==> src/rtl/mips_pkg.sv <==
// Shared definitions for the five-stage MIPS core: ALU op encodings, register
// numbers and the ID/EX control bundle with its bubble value.
package mips_pkg;

  // ALU operation encodings, shared with the EX-stage ALU.
  typedef enum logic [2:0] {
    ALU_ADD = 3'b000,
    ALU_SUB = 3'b001,
    ALU_AND = 3'b010,
    ALU_SLT = 3'b011,
    ALU_OR  = 3'b100
  } alu_op_e;

  localparam logic [4:0] REG_ZERO = 5'd0;

  // Width-independent control part of the ID/EX register.
  typedef struct packed {
    logic        valid;
    logic [31:0] pc;
    logic [4:0]  rs;
    logic [4:0]  rt;
    logic [4:0]  wa;
    alu_op_e     alu_op;
    logic        alu_src;
    logic        reg_write;
  } id_ex_ctrl_t;

  // A bubble is an ADD to r0 that never writes back; data fields are zeroed
  // separately by the stage.
  localparam id_ex_ctrl_t BUBBLE_CTRL = '{
    valid:     1'b0,
    pc:        32'h0,
    rs:        REG_ZERO,
    rt:        REG_ZERO,
    wa:        REG_ZERO,
    alu_op:    ALU_ADD,
    alu_src:   1'b0,
    reg_write: 1'b0
  };

endpackage

==> src/rtl/fwd_mux.sv <==
// MEM/WB forwarding select for one source operand. MEM is the younger
// producer and therefore wins over WB; r0 is never forwarded.
module fwd_mux
  import mips_pkg::*;
#(
  parameter int unsigned WIDTH = 32
) (
  input  logic [4:0]       reg_i,
  input  logic [WIDTH-1:0] val_i,
  input  logic             mem_we_i,
  input  logic [4:0]       mem_wa_i,
  input  logic [WIDTH-1:0] mem_wd_i,
  input  logic             wb_we_i,
  input  logic [4:0]       wb_wa_i,
  input  logic [WIDTH-1:0] wb_wd_i,
  output logic [WIDTH-1:0] val_o
);

  // Priority select: r0 guard, then MEM, then WB, else the latched value.
  always_comb begin
    val_o = val_i;
    if (reg_i == REG_ZERO) begin
      val_o = val_i;
    end else if (mem_we_i && (mem_wa_i == reg_i)) begin
      val_o = mem_wd_i;
    end else if (wb_we_i && (wb_wa_i == reg_i)) begin
      val_o = wb_wd_i;
    end
  end

endmodule

==> src/rtl/id_ex_stage.sv <==
// ID/EX pipeline register with MEM/WB operand forwarding at its outputs,
// bubble insertion for stall/flush, hold for EX back-pressure and a
// saturating bubble counter.
module id_ex_stage
  import mips_pkg::*;
#(
  parameter int unsigned WIDTH = 32,
  parameter int unsigned CNT_W = 16
) (
  input  logic             clk,
  input  logic             rst_n,
  input  logic             stall,
  input  logic             flush,
  input  logic             hold,
  input  logic             id_valid,
  input  logic [31:0]      id_pc,
  input  logic [WIDTH-1:0] id_rs_data,
  input  logic [WIDTH-1:0] id_rt_data,
  input  logic [WIDTH-1:0] id_imm,
  input  logic [4:0]       id_rs,
  input  logic [4:0]       id_rt,
  input  logic [4:0]       id_wa,
  input  logic [2:0]       id_alu_op,
  input  logic             id_alu_src,
  input  logic             id_reg_write,
  input  logic [4:0]       mem_wa,
  input  logic [4:0]       wb_wa,
  input  logic             mem_we,
  input  logic             wb_we,
  input  logic [WIDTH-1:0] mem_wd,
  input  logic [WIDTH-1:0] wb_wd,
  output logic [WIDTH-1:0] A,
  output logic [WIDTH-1:0] B,
  output logic [2:0]       ALUOp,
  output logic [WIDTH-1:0] ex_rt_val,
  output logic [4:0]       ex_wa,
  output logic             ex_reg_write,
  output logic [31:0]      ex_pc,
  output logic             ex_valid,
  output logic [CNT_W-1:0] bubble_cnt
);

  id_ex_ctrl_t      ctrl_q, ctrl_d;
  logic [WIDTH-1:0] rs_val_q, rs_val_d;
  logic [WIDTH-1:0] rt_val_q, rt_val_d;
  logic [WIDTH-1:0] imm_q, imm_d;
  logic [CNT_W-1:0] bubble_cnt_q, bubble_cnt_d;

  logic [WIDTH-1:0] rs_fwd, rt_fwd;

  fwd_mux #(
    .WIDTH (WIDTH)
  ) u_fwd_rs (
    .reg_i    (ctrl_q.rs),
    .val_i    (rs_val_q),
    .mem_we_i (mem_we),
    .mem_wa_i (mem_wa),
    .mem_wd_i (mem_wd),
    .wb_we_i  (wb_we),
    .wb_wa_i  (wb_wa),
    .wb_wd_i  (wb_wd),
    .val_o    (rs_fwd)
  );

  fwd_mux #(
    .WIDTH (WIDTH)
  ) u_fwd_rt (
    .reg_i    (ctrl_q.rt),
    .val_i    (rt_val_q),
    .mem_we_i (mem_we),
    .mem_wa_i (mem_wa),
    .mem_wd_i (mem_wd),
    .wb_we_i  (wb_we),
    .wb_wa_i  (wb_wa),
    .wb_wd_i  (wb_wd),
    .val_o    (rt_fwd)
  );

  // Next-state: hold beats bubble beats load. While held, operands are
  // refreshed with their forwarded values because the producer may retire
  // from WB before EX is released.
  always_comb begin
    ctrl_d       = ctrl_q;
    rs_val_d     = rs_val_q;
    rt_val_d     = rt_val_q;
    imm_d        = imm_q;
    bubble_cnt_d = bubble_cnt_q;
    if (hold) begin
      rs_val_d = rs_fwd;
      rt_val_d = rt_fwd;
    end else if (flush || stall) begin
      ctrl_d   = BUBBLE_CTRL;
      rs_val_d = '0;
      rt_val_d = '0;
      imm_d    = '0;
      if (bubble_cnt_q != {CNT_W{1'b1}}) begin
        bubble_cnt_d = bubble_cnt_q + CNT_W'(1);
      end
    end else begin
      ctrl_d.valid     = id_valid;
      ctrl_d.pc        = id_pc;
      ctrl_d.rs        = id_rs;
      ctrl_d.rt        = id_rt;
      ctrl_d.wa        = id_wa;
      ctrl_d.alu_op    = alu_op_e'(id_alu_op);
      ctrl_d.alu_src   = id_alu_src;
      ctrl_d.reg_write = id_reg_write;
      rs_val_d         = id_rs_data;
      rt_val_d         = id_rt_data;
      imm_d            = id_imm;
    end
  end

  // Stage register; reset leaves a bubble and a cleared counter.
  always_ff @(posedge clk or negedge rst_n) begin
    if (!rst_n) begin
      ctrl_q       <= BUBBLE_CTRL;
      rs_val_q     <= '0;
      rt_val_q     <= '0;
      imm_q        <= '0;
      bubble_cnt_q <= '0;
    end else begin
      ctrl_q       <= ctrl_d;
      rs_val_q     <= rs_val_d;
      rt_val_q     <= rt_val_d;
      imm_q        <= imm_d;
      bubble_cnt_q <= bubble_cnt_d;
    end
  end

  // ALU-facing outputs, combinational from registered state and MEM/WB.
  always_comb begin
    A            = rs_fwd;
    B            = ctrl_q.alu_src ? imm_q : rt_fwd;
    ALUOp        = ctrl_q.alu_op;
    ex_rt_val    = rt_fwd;
    ex_wa        = ctrl_q.wa;
    ex_reg_write = ctrl_q.reg_write & ctrl_q.valid;
    ex_pc        = ctrl_q.pc;
    ex_valid     = ctrl_q.valid;
    bubble_cnt   = bubble_cnt_q;
  end

endmodule

==> config.mk <==
export PLATFORM = sky130hd
export DESIGN_NAME = id_ex_stage
export DESIGN_NICKNAME = d
export VERILOG_FILES = /design/src/rtl/mips_pkg.sv /design/src/rtl/fwd_mux.sv /design/src/rtl/id_ex_stage.sv
export SDC_FILE = /design/constraint.sdc
export NUM_CORES = 1
export LEC_CHECK = 0
export BUFFER_PORTS_ARGS = -buffer_cell sky130_fd_sc_hd__buf_2
export CELL_PAD_IN_SITES_DETAIL_PLACEMENT = 2
export CELL_PAD_IN_SITES_GLOBAL_PLACEMENT = 2
export CORE_MARGIN = 1
export CORE_UTILIZATION = 30
export CTS_BUF_LIST = sky130_fd_sc_hd__clkbuf_2
export CTS_CLUSTER_DIAMETER = 30
export DETAILED_ROUTE_END_ITERATION = 12
export GPL_TIMING_DRIVEN = 1
export PLACE_DENSITY = 0.93
export REMOVE_ABC_BUFFERS = 1
export SYNTH_ARGS = -nofsm -noshare
export SYNTH_HDL_FRONTEND = slang
export SYNTH_SLANG_ARGS = --single-unit
==> constraint.sdc <==
create_clock -name clk -period 4.57 [get_ports clk]
set_input_delay 0.457 -clock clk [delete_from_list [all_inputs] [get_ports clk]]
set_output_delay 0.457 -clock clk [all_outputs]
set_load 0.02 [all_outputs]
==> results of run 1 <==
[power breakdown]
part           total [mW]  internal [mW]  switching (mW)
Clock               0.877          0.219           0.658
Sequential           1.69           1.57           0.120
Combinational        1.31          0.539           0.774
Total                3.88           2.33            1.55
[final cells by class]
cell class,instances,area share
Inverter,35,0.00912
Antenna cell,4,0.000695
Multi-Input combinational cell,633,0.346
Clock buffer,18,0.00625
Clock inverter,14,0.00990
Timing Repair Buffer,630,0.303
Sequential cell,165,0.287
Tap cell,442,0.0384
[layer usage]
layer,GRT usage,up-vias,wire (um)
met5,0,-,18
met4,0.214,2,3170
met3,0.0822,214,4550
met2,0.602,789,29300
met1,0.384,6090,22100
li1,-,4785,-
[flip-flops by register name (all words and copies together) (netlist names)]
register / cells
ALUOp: 3
ex_wa: 5
ex_valid: 1
rs_val_q: 32
ctrl_q: 12
rt_val_q: 32
bubble_cnt: 16
ex_pc: 32
imm_q: 32
[worst max-delay path, stage by stage, from the launching register on]
cell and delay [ns]:
dfrtp_1 0.51, inv_1 0.09, a222oi_1 0.76, nand3_4 0.52, buf_4 0.44, mux2i_1 0.44
o2bb2ai_1 0.15, buf_2 0.18
[layout by cell type (no fill, tap or decap), drive strengths merged, types with 35 or more instances in the layout]
cell type    synthesis  routed
nor3                67      67
a22o               117     117
nand2               43      43
nand2b              35      35
dlygate4sd3          0     222
inv                 35      42
dfrtp              165     165
nand4               38      38
buf                 56     408
[what timing repair did]
action | CTS | global route
resized for setup | 0 | 2
hold endpoints to repair | 239 | 0
setup endpoints to repair | 0 | 29
hold buffers | 222 | 0
setup buffers | 0 | 1
[kinds of logic (layout without fill, tap and decap cells)]
logic type / after synthesis / after routing / share of synthesized area
other: 0 / 4 / 0
xor gates and xnor gates: 30 / 30 / 0.0266
muxes: 33 / 33 / 0.0336
DFF: 165 / 165 / 0.419
adders and majority gates: 1 / 1 / 0.00127
AOI/OAI and AO/OA: 352 / 352 / 0.314
buffers and inverters: 181 / 697 / 0.0861
and+or+nand+nor: 217 / 217 / 0.119
[worst max path at each step]
stage / from / endpoint / slack (ns) / cells past startpoint
2_1_floorplan: stall / rt_val_q[0] / -4.41 / 3
3_3_place_gp: wb_wa[2] / ex_rt_val[17] / 1.15 / 9
3_5_place_dp: wb_wa[2] / ex_rt_val[5] / 1.02 / 9
4_1_cts: ctrl_q[15] / A[23] / 0.1 / 6
5_1_grt: ctrl_q[15] / A[1] / 0.07 / 7
6_report: ctrl_q[15] / A[1] / 0.19 / 7
[metrics by stage]
step                      power, mW  setup TNS, ns   util
final                          3.88              0  0.444
after global routing           4.01              0  0.444
after CTS                      3.81              0  0.443
after detailed placement       2.77              0  0.368
after global placement         2.72              0  0.368
after floorplan                2.23        -621.52      -
==> key figures, run 1 <==
Worst hold path
  – Hold path depth: 2
  – Worst Hold Path EP: imm_q[13]
  – Worst hold path type: input port to flop
  – Hold wc startpoint: hold

Timing
  – Final Cycle Share: 0.958
  – Final period demand of the worst path: 4.38 ns
  – Final Max Slew Viols: 0
  – Least-Margin Pin Slew: 1.03 ns
  – Final Setup Violations: 0
  – Max transition margin: 0.313
  – WHS: 0.115 ns
  – Final WS setup: 0.193 ns
  – Max Freq: 228 MHz
  – Worst clock skew: 0.0637 ns
  – Final hold violations: 0
  – RSZ-0062 raised after global routing: no

Floorplan
  – Die Wd: 183 um
  – Core Box Area: 0.0325 sq mm
  – # IOs: 384
  – Initial Utilization: 0.304
  – Die outline area: 0.0336 sq mm
  – Row count: 66
  – Die height: 183 um

CTS
  – Clk buf depth: 2
  – Clk root buf: clkbuf_2
  – Clock Pin Slew Worst Setup and Hold Paths: 0.31 ns
  – CTS tree: yes
  – Worst skew pair latency: 0.85 ns
  – CTS sink count: 165
  – CTS H-tree depth: 4
  – Total CTS buffers: 17

Logic synthesis
  – Sequential area share after synthesis: 0.419
  – Asr flop ratio synth: 1.00
  – Synth top area share: 0.419
  – Unique masters post-synth: 46
  – Synthesized netlist cell count: 979
  – Most common cell in the synthesized netlist: dfrtp_1
  – Synth area leaders: dfrtp_1 (42%), a22o_1 (10%), clkbuf_1 (3.4%)
  – Synthesis-stage register bit count: 165
  – EDFF count, synth: 0
  – Top_reg_cell synth: dfrtp_1
  – Dominant cell type by area after synthesis: dfrtp_1
  – Top cells by count, synth: dfrtp_1 (165), a22o_1 (117), clkbuf_1 (90)
  – Avg Cell Area, Syn: 10.1 sq um
  – Syn Std Cell Area: 0.00986 sq mm
  – Yosys warnings: 0

Final layout
  – Non-filler cells, final: 1941
  – FILL cells: 3392
  – Synth-to-layout area growth: 46.1%
  – FF+latch area: 0.00413 sq mm
  – Layout cells sized above 1: 0.330
  – # nets final: 1713
  – Multi-input logic area: 0.00499 sq mm
  – Final instance area: 0.0144 sq mm

Setup path
  – Worst Path Required: 4.11 ns
  – Maximum fanout along the worst path: 17
  – Crit Reg-Reg Endpoint: rt_val_q[7]
  – Kind of end point of the critical path: output pin
  – Worst R2R Path Depth: 8
  – RR Startpoint: ctrl_q[11]
  – R2R Setup Slk: 0.64 ns
  – Worst EP arrival: 3.92 ns
  – Crit path launch type: flop
  – WS Path Type: flop to output pin

Global routing
  – Vias in the first global route: 13700
  – Global route total overflow: 0
  – Largest net degree at the start of global routing: 115
  – First-pass GRT wire length: 87100 um
  – Initial antenna violation count: 5
  – Overall routing resource usage: 0.347

Power and ir drop
  – VDD IR max: 0.000270 V
  – Pleak: 7.01 nW
  – PwrDens: 269 mW/mm^2

Place
  – Detailed Place HPWL: 32800 um
  – Dpl ws: 1.02 ns
  – Routability cong.: 0.888
  – Post-Place Cells: 1682
  – Port Buffers: 383
  – Post-DP Area: 0.0119 sq mm

Run status
  – Status: finished, final reports clean

Route
  – Wirelength, routed: 59100 um
  – DR WL/cell: 30.4 um
  – DRT iter0 DRCs: 760
  – Antenna-violating nets left: 0
  – DR vias: 11900
  – First-pass detailed-route iteration total: 7
  – Via density: 6.12
  – Drt drc: 0

Flow run
  – Max Cap Viol: 0
Power figures use the tool's default switching activity.
==> inputs of run 2 (changes only) <==
--- a/config.mk
+++ b/config.mk
@@ -15,6 +15,7 @@
 export DETAILED_ROUTE_END_ITERATION = 12
 export GPL_TIMING_DRIVEN = 1
 export PLACE_DENSITY = 0.93
+export RECOVER_POWER = 100
 export REMOVE_ABC_BUFFERS = 1
 export SYNTH_ARGS = -nofsm -noshare
 export SYNTH_HDL_FRONTEND = slang
==> run 2 against run 1 <==
Compared with the run above:
- largest power group unchanged
- via count fell by 0.48%
- fmax decreased by 0.72%
- sequential cell count unchanged
- the run now ends with max-capacitance violations, max-slew violations left
- sequential power hardly changed
- combinational power about the same
==> key figures, run 2 (synthesized netlist as in run 1, its figures left out) <==
Setup path
  – R2R Setup Slk: 0.60 ns
  – RR Startpoint: ctrl_q[12]
  – Worst R2R Path Depth: 8
  – Kind of end point of the critical path: flop
  – Crit path launch type: input port
  – Maximum fanout along the worst path: 114
  – WS Path Type: input port to flop
  – Crit Reg-Reg Endpoint: rt_val_q[7]
  – Worst EP arrival: 5.12 ns
  – Worst Path Required: 5.28 ns

Route
  – Wirelength, routed: 59100 um
  – DR WL/cell: 30.4 um
  – DR vias: 11800
  – DRT iter0 DRCs: 793
  – Drt drc: 0
  – Antenna-violating nets left: 0
  – First-pass detailed-route iteration total: 5
  – Via density: 6.09

Flow run
  – Max Cap Viol: 3

Global routing
  – Vias in the first global route: 13700
  – Largest net degree at the start of global routing: 115
  – Overall routing resource usage: 0.347
  – Met1 Usage GRT: 0.384
  – Most used routing layer: met2
  – Global route total overflow: 0
  – GR Util met3: 0.0822
  – Initial antenna violation count: 5
  – First-pass GRT wire length: 87100 um
  – Met2 Usage GRT: 0.602

CTS
  – Clk root buf: clkbuf_2
  – Clk buf depth: 2
  – Worst skew pair latency: 0.84 ns
  – CTS sink count: 165
  – CTS H-tree depth: 4
  – Total CTS buffers: 17
  – Clock Pin Slew Worst Setup and Hold Paths: 0.30 ns
  – CTS tree: yes

Timing
  – Final Max Slew Viols: 289
  – RSZ-0062 raised after global routing: no
  – Max Freq: 227 MHz
  – Worst clock skew: 0.0686 ns
  – Max transition margin: -0.829
  – Final Cycle Share: 0.965
  – Least-Margin Pin Slew: 2.74 ns
  – Final period demand of the worst path: 4.41 ns
  – Final WS setup: 0.161 ns
  – Final hold violations: 0
  – Final Setup Violations: 0

Run status
  – Status: complete, but fails checks
  – Failing checks: max-capacitance violations, max-slew violations

Power and ir drop
  – Logic gate share of total power: 0.333
  – Psw: 1.55 mW
  – Sw frac: 0.403
  – Power, Total: 3.85 mW
  – Reg power frac: 0.439
  – PwrDens: 271 mW/mm^2
  – Clk pwr share: 0.228
  – Pleak: 6.48 nW
  – VDD IR max: 0.000272 V
  – Internal Pwr Total: 2.30 mW

Floorplan
  – Core Box Area: 0.0325 sq mm
  – Die height: 183 um
  – Die Wd: 183 um
  – Initial Utilization: 0.304
  – # IOs: 384
  – Die outline area: 0.0336 sq mm
  – Row count: 66

Final layout
  – FF+latch area: 0.00413 sq mm
  – Layout cells sized above 1: 0.241
  – Core occupancy in the finished layout: 0.438
  – # nets final: 1713
  – Most frequent cells in the layout: buf_2 (237), dlygate4sd3_1 (222), dfrtp_1 (164), clkbuf_1 (133), a22o_1 (117)
  – Final instance area: 0.0142 sq mm
  – Most common cell after layout, fill and taps aside: buf_2
  – Multi-input logic area: 0.00499 sq mm
  – Synth-to-layout area growth: 44.2%
  – FILL cells: 3483

Place
  – Detailed Place HPWL: 32800 um
  – Post-DP Area: 0.0119 sq mm
  – Routability cong.: 0.888
  – Dpl ws: 1.02 ns
  – Port Buffers: 383

Worst hold path
  – Hold wc startpoint: hold
  – Worst Hold Path EP: imm_q[13]
  – Worst hold path type: input port to flop
  – Hold path depth: 2
run 2: per-stage QoR:
stage               hold slack [ns]  std cells  TNS (ns)
finish                        0.128       1941         0
global route                 0.0387       1940         0
CTS                         0.00264       1936         0
detailed placement            0.488       1682         0
global placement              0.478       1682         0
floorplan                     0.161        833   -621.52
run 2: how the worst max path moves through the flow:
stage / from / endpoint / slack (ns) / cells past startpoint
global placement: wb_wa[2] / ex_rt_val[17] / 1.15 / 9
finish: hold / rt_val_q[7] / 0.16 / 7
global route: ctrl_q[12] / ex_rt_val[0] / 0.05 / 8
floorplan: stall / rt_val_q[0] / -4.41 / 3
detailed placement: wb_wa[2] / ex_rt_val[5] / 1.02 / 9
CTS: ctrl_q[15] / A[23] / 0.1 / 6
run 2: layout make-up:
type	count	area share
clock inverter	14	0.0100
multi-input combinational	633	0.351
clock buffer	18	0.00634
sequential	165	0.291
inverter	35	0.00924
timing repair buffer	630	0.293
tap	442	0.0389
antenna	4	0.000704
run 2: critical path, cell delays in order:
cell	delay, ns
buf_4	0.34
clkbuf_1	1.82
nor3_2	0.09
clkbuf_4	0.83
a22o_1	0.51
a221o_1	0.29
dlygate4sd3_1	0.60
run 2: timing repair:
item | CTS | global route
hold endpoints to repair | 239 | 0
resized for setup | 0 | 2
hold buffers | 222 | 0
setup buffers | 0 | 1
setup endpoints to repair | 0 | 29
run 2: power by group through the flow:
stage	Combinational, mW	Clock (mW)	Sequential (mW)
after floorplan	0.505	0	1.73
after global placement	1.03	0	1.68
after detailed placement	1.07	0	1.70
after CTS	1.24	0.895	1.67
after global routing	1.33	0.948	1.70
final	1.28	0.876	1.69
run 2: metal layers:
layer	share of wire	routed length, um	up-vias
met5	0.00029	17	-
li1	-	-	4777
met1	0.38	22200	6085
met2	0.50	29400	740
met3	0.074	4360	219
met4	0.054	3160	2
==> inputs of run 3 (changes only) <==
--- a/config.mk
+++ b/config.mk
@@ -6,8 +6,9 @@
 export NUM_CORES = 1
 export LEC_CHECK = 0
 export BUFFER_PORTS_ARGS = -buffer_cell sky130_fd_sc_hd__buf_2
-export CELL_PAD_IN_SITES_DETAIL_PLACEMENT = 2
+export CELL_PAD_IN_SITES_DETAIL_PLACEMENT = 1
 export CELL_PAD_IN_SITES_GLOBAL_PLACEMENT = 2
+export CORE_ASPECT_RATIO = 0.8
 export CORE_MARGIN = 1
 export CORE_UTILIZATION = 30
 export CTS_BUF_LIST = sky130_fd_sc_hd__clkbuf_2
==> run 3 against run 2 <==
Compared with the run above:
- the flow still finishes with violations (max-capacitance violations, max-slew violations)
- sequential power about the same
- first-iteration DRC count fell by 6.9%
- largest power group unchanged
- largest cell class unchanged
- clock power is 2% higher
- sequential cell count stayed put
- final cell count down 1.5%
- non-clock buffer count down 11
- global-route usage shrank 6.2 points
- utilization rose by 0.38 points
- wire length shrank 18%
- clock skew fell by 0.0051 ns
- setup slack better by 0.085 ns
- fmax grew 2.0%
==> key figures, run 3 (synthesized netlist as in run 1, its figures left out) <==
Run status
  – Status: complete, but fails checks
  – Failing checks: max-capacitance violations, max-slew violations

Setup path
  – WS Path Type: input port to flop
  – R2R Setup Slk: 0.40 ns
  – Crit path launch type: input port
  – Worst EP arrival: 5.09 ns
  – Maximum fanout along the worst path: 149
  – Kind of end point of the critical path: flop
  – Crit Reg-Reg Endpoint: rt_val_q[10]
  – Worst R2R Path Depth: 8
  – Worst Path Required: 5.33 ns
  – Critical path startpoint: flush
  – RR Startpoint: ctrl_q[11]

Timing
  – RSZ-0062 raised after global routing: no
  – Max Freq: 231 MHz
  – Setup TNS: 0 ns
  – Max transition margin: -1.27
  – Final Max Slew Viols: 247
  – Final Cycle Share: 0.946
  – Least-Margin Pin Slew: 3.41 ns
  – Final period demand of the worst path: 4.32 ns
  – Final Setup Violations: 0
  – Worst clock skew: 0.0635 ns
  – WHS: 0.113 ns
  – Final hold violations: 0

Worst hold path
  – Hold path depth: 2
  – Worst hold path type: input port to flop
  – Hold wc startpoint: hold
  – Worst Hold Path EP: imm_q[25]

Final layout
  – Most common cell after layout, fill and taps aside: buf_2
  – Non-filler cells, final: 1911
  – Multi-input logic area: 0.00498 sq mm
  – # nets final: 1702
  – Most frequent cells in the layout: buf_2 (242), dlygate4sd3_1 (210), dfrtp_1 (164), clkbuf_1 (138), a22o_1 (117)
  – FILL cells: 3703
  – Synth-to-layout area growth: 42.7%
  – Final instance area: 0.0141 sq mm
  – FF+latch area: 0.00413 sq mm
  – Layout cells sized above 1: 0.238

CTS
  – CTS sink count: 165
  – Hold_buf cts: 210
  – CTS resizes: 0
  – Clk buf depth: 2
  – Worst skew pair latency: 0.79 ns
  – CTS H-tree depth: 4
  – Total CTS buffers: 17
  – Clock Pin Slew Worst Setup and Hold Paths: 0.32 ns
  – Post-CTS setup buffers: 0
  – Clk root buf: clkbuf_2
  – CTS tree: yes

Route
  – Wirelength, routed: 48300 um
  – DRT iter0 DRCs: 738
  – Via density: 5.80
  – First-pass detailed-route iteration total: 5
  – DR WL/cell: 25.3 um
  – DR vias: 11100
  – Drt drc: 0
  – Antenna-violating nets left: 0

Power and ir drop
  – Pleak: 6.40 nW
  – Power, Total: 3.77 mW
  – VDD IR max: 0.000129 V
  – PwrDens: 268 mW/mm^2

Floorplan
  – Die height: 164 um
  – Die outline area: 0.0336 sq mm
  – # IOs: 384
  – Die Wd: 205 um
  – Row count: 58
  – Initial Utilization: 0.310
  – Core Box Area: 0.0319 sq mm

Global routing
  – Vias in the first global route: 12100
  – First-pass GRT wire length: 72500 um
  – Largest net degree at the start of global routing: 150
  – Initial antenna violation count: 6
  – Overall routing resource usage: 0.286
  – Global route total overflow: 0

Place
  – Port Buffers: 383
  – Post-DP Area: 0.0119 sq mm
  – Routability cong.: 0.873
  – Detailed Place HPWL: 30000 um
  – Post-Place Cells: 1662

Flow run
  – Max Cap Viol: 2
## run 3: changes by cell type in the layout (fill, tap and decap cells not counted), moves of 3 or more
cell           change
diode_2            +3
clkbuf_2          -10
buf_2              +5
dlygate4sd3_1     -12
clkbuf_1           +5
## run 3: final cells by class
cell class | count | area share
Antenna cell | 7 | 0.00124
Clock buffer | 17 | 0.00605
Clock inverter | 15 | 0.0116
Inverter | 35 | 0.00933
Multi-Input combinational cell | 633 | 0.354
Sequential cell | 165 | 0.293
Tap cell | 420 | 0.0373
Timing Repair Buffer | 619 | 0.287
## run 3: power by group
group | internal, mW | switching, mW | total (mW)
clock network | 0.229 | 0.667 | 0.895
logic | 0.498 | 0.705 | 1.20
registers | 1.57 | 0.104 | 1.67
total | 2.30 | 1.48 | 3.77
## run 3: per-layer routing
layer  global-route usage  up-vias  routed length, um
met5                    0        -                 10
met4                0.119        2               1390
met3               0.0558      101               3590
met2                0.481      631              23400
met1                0.356     5583              19900
li1                     -     4773                  -
## run 3: worst max-delay path, cell delays in order
cell and delay, ns:
dlygate4sd3_1 0.56, clkbuf_1 0.13, nor3_1 0.18, clkbuf_2 2.36, a22o_1 0.47, a221o_1 0.16, dlygate4sd3_1 0.59
## run 3: metrics by stage
| step | worst slack [ns] | utilization |
|---|---|---|
| finish | 0.247 | 0.442 |
| global route | 0.0657 | 0.442 |
| CTS | 0.318 | 0.448 |
| detailed placement | 1.18 | 0.374 |
| global placement | 1.24 | 0.374 |
| floorplan | -4.41 | - |
## run 3: worst max path at each step
| stage | endpoint | slack [ns] | depth (start not counted) |
|---|---|---|---|
| detailed placement | ex_rt_val[17] | 1.18 | 8 |
| CTS | ex_rt_val[17] | 0.32 | 7 |
| finish | rt_val_q[10] | 0.25 | 7 |
| global placement | ex_rt_val[17] | 1.24 | 8 |
| floorplan | rt_val_q[0] | -4.41 | 3 |
| global route | ex_rt_val[30] | 0.07 | 7 |
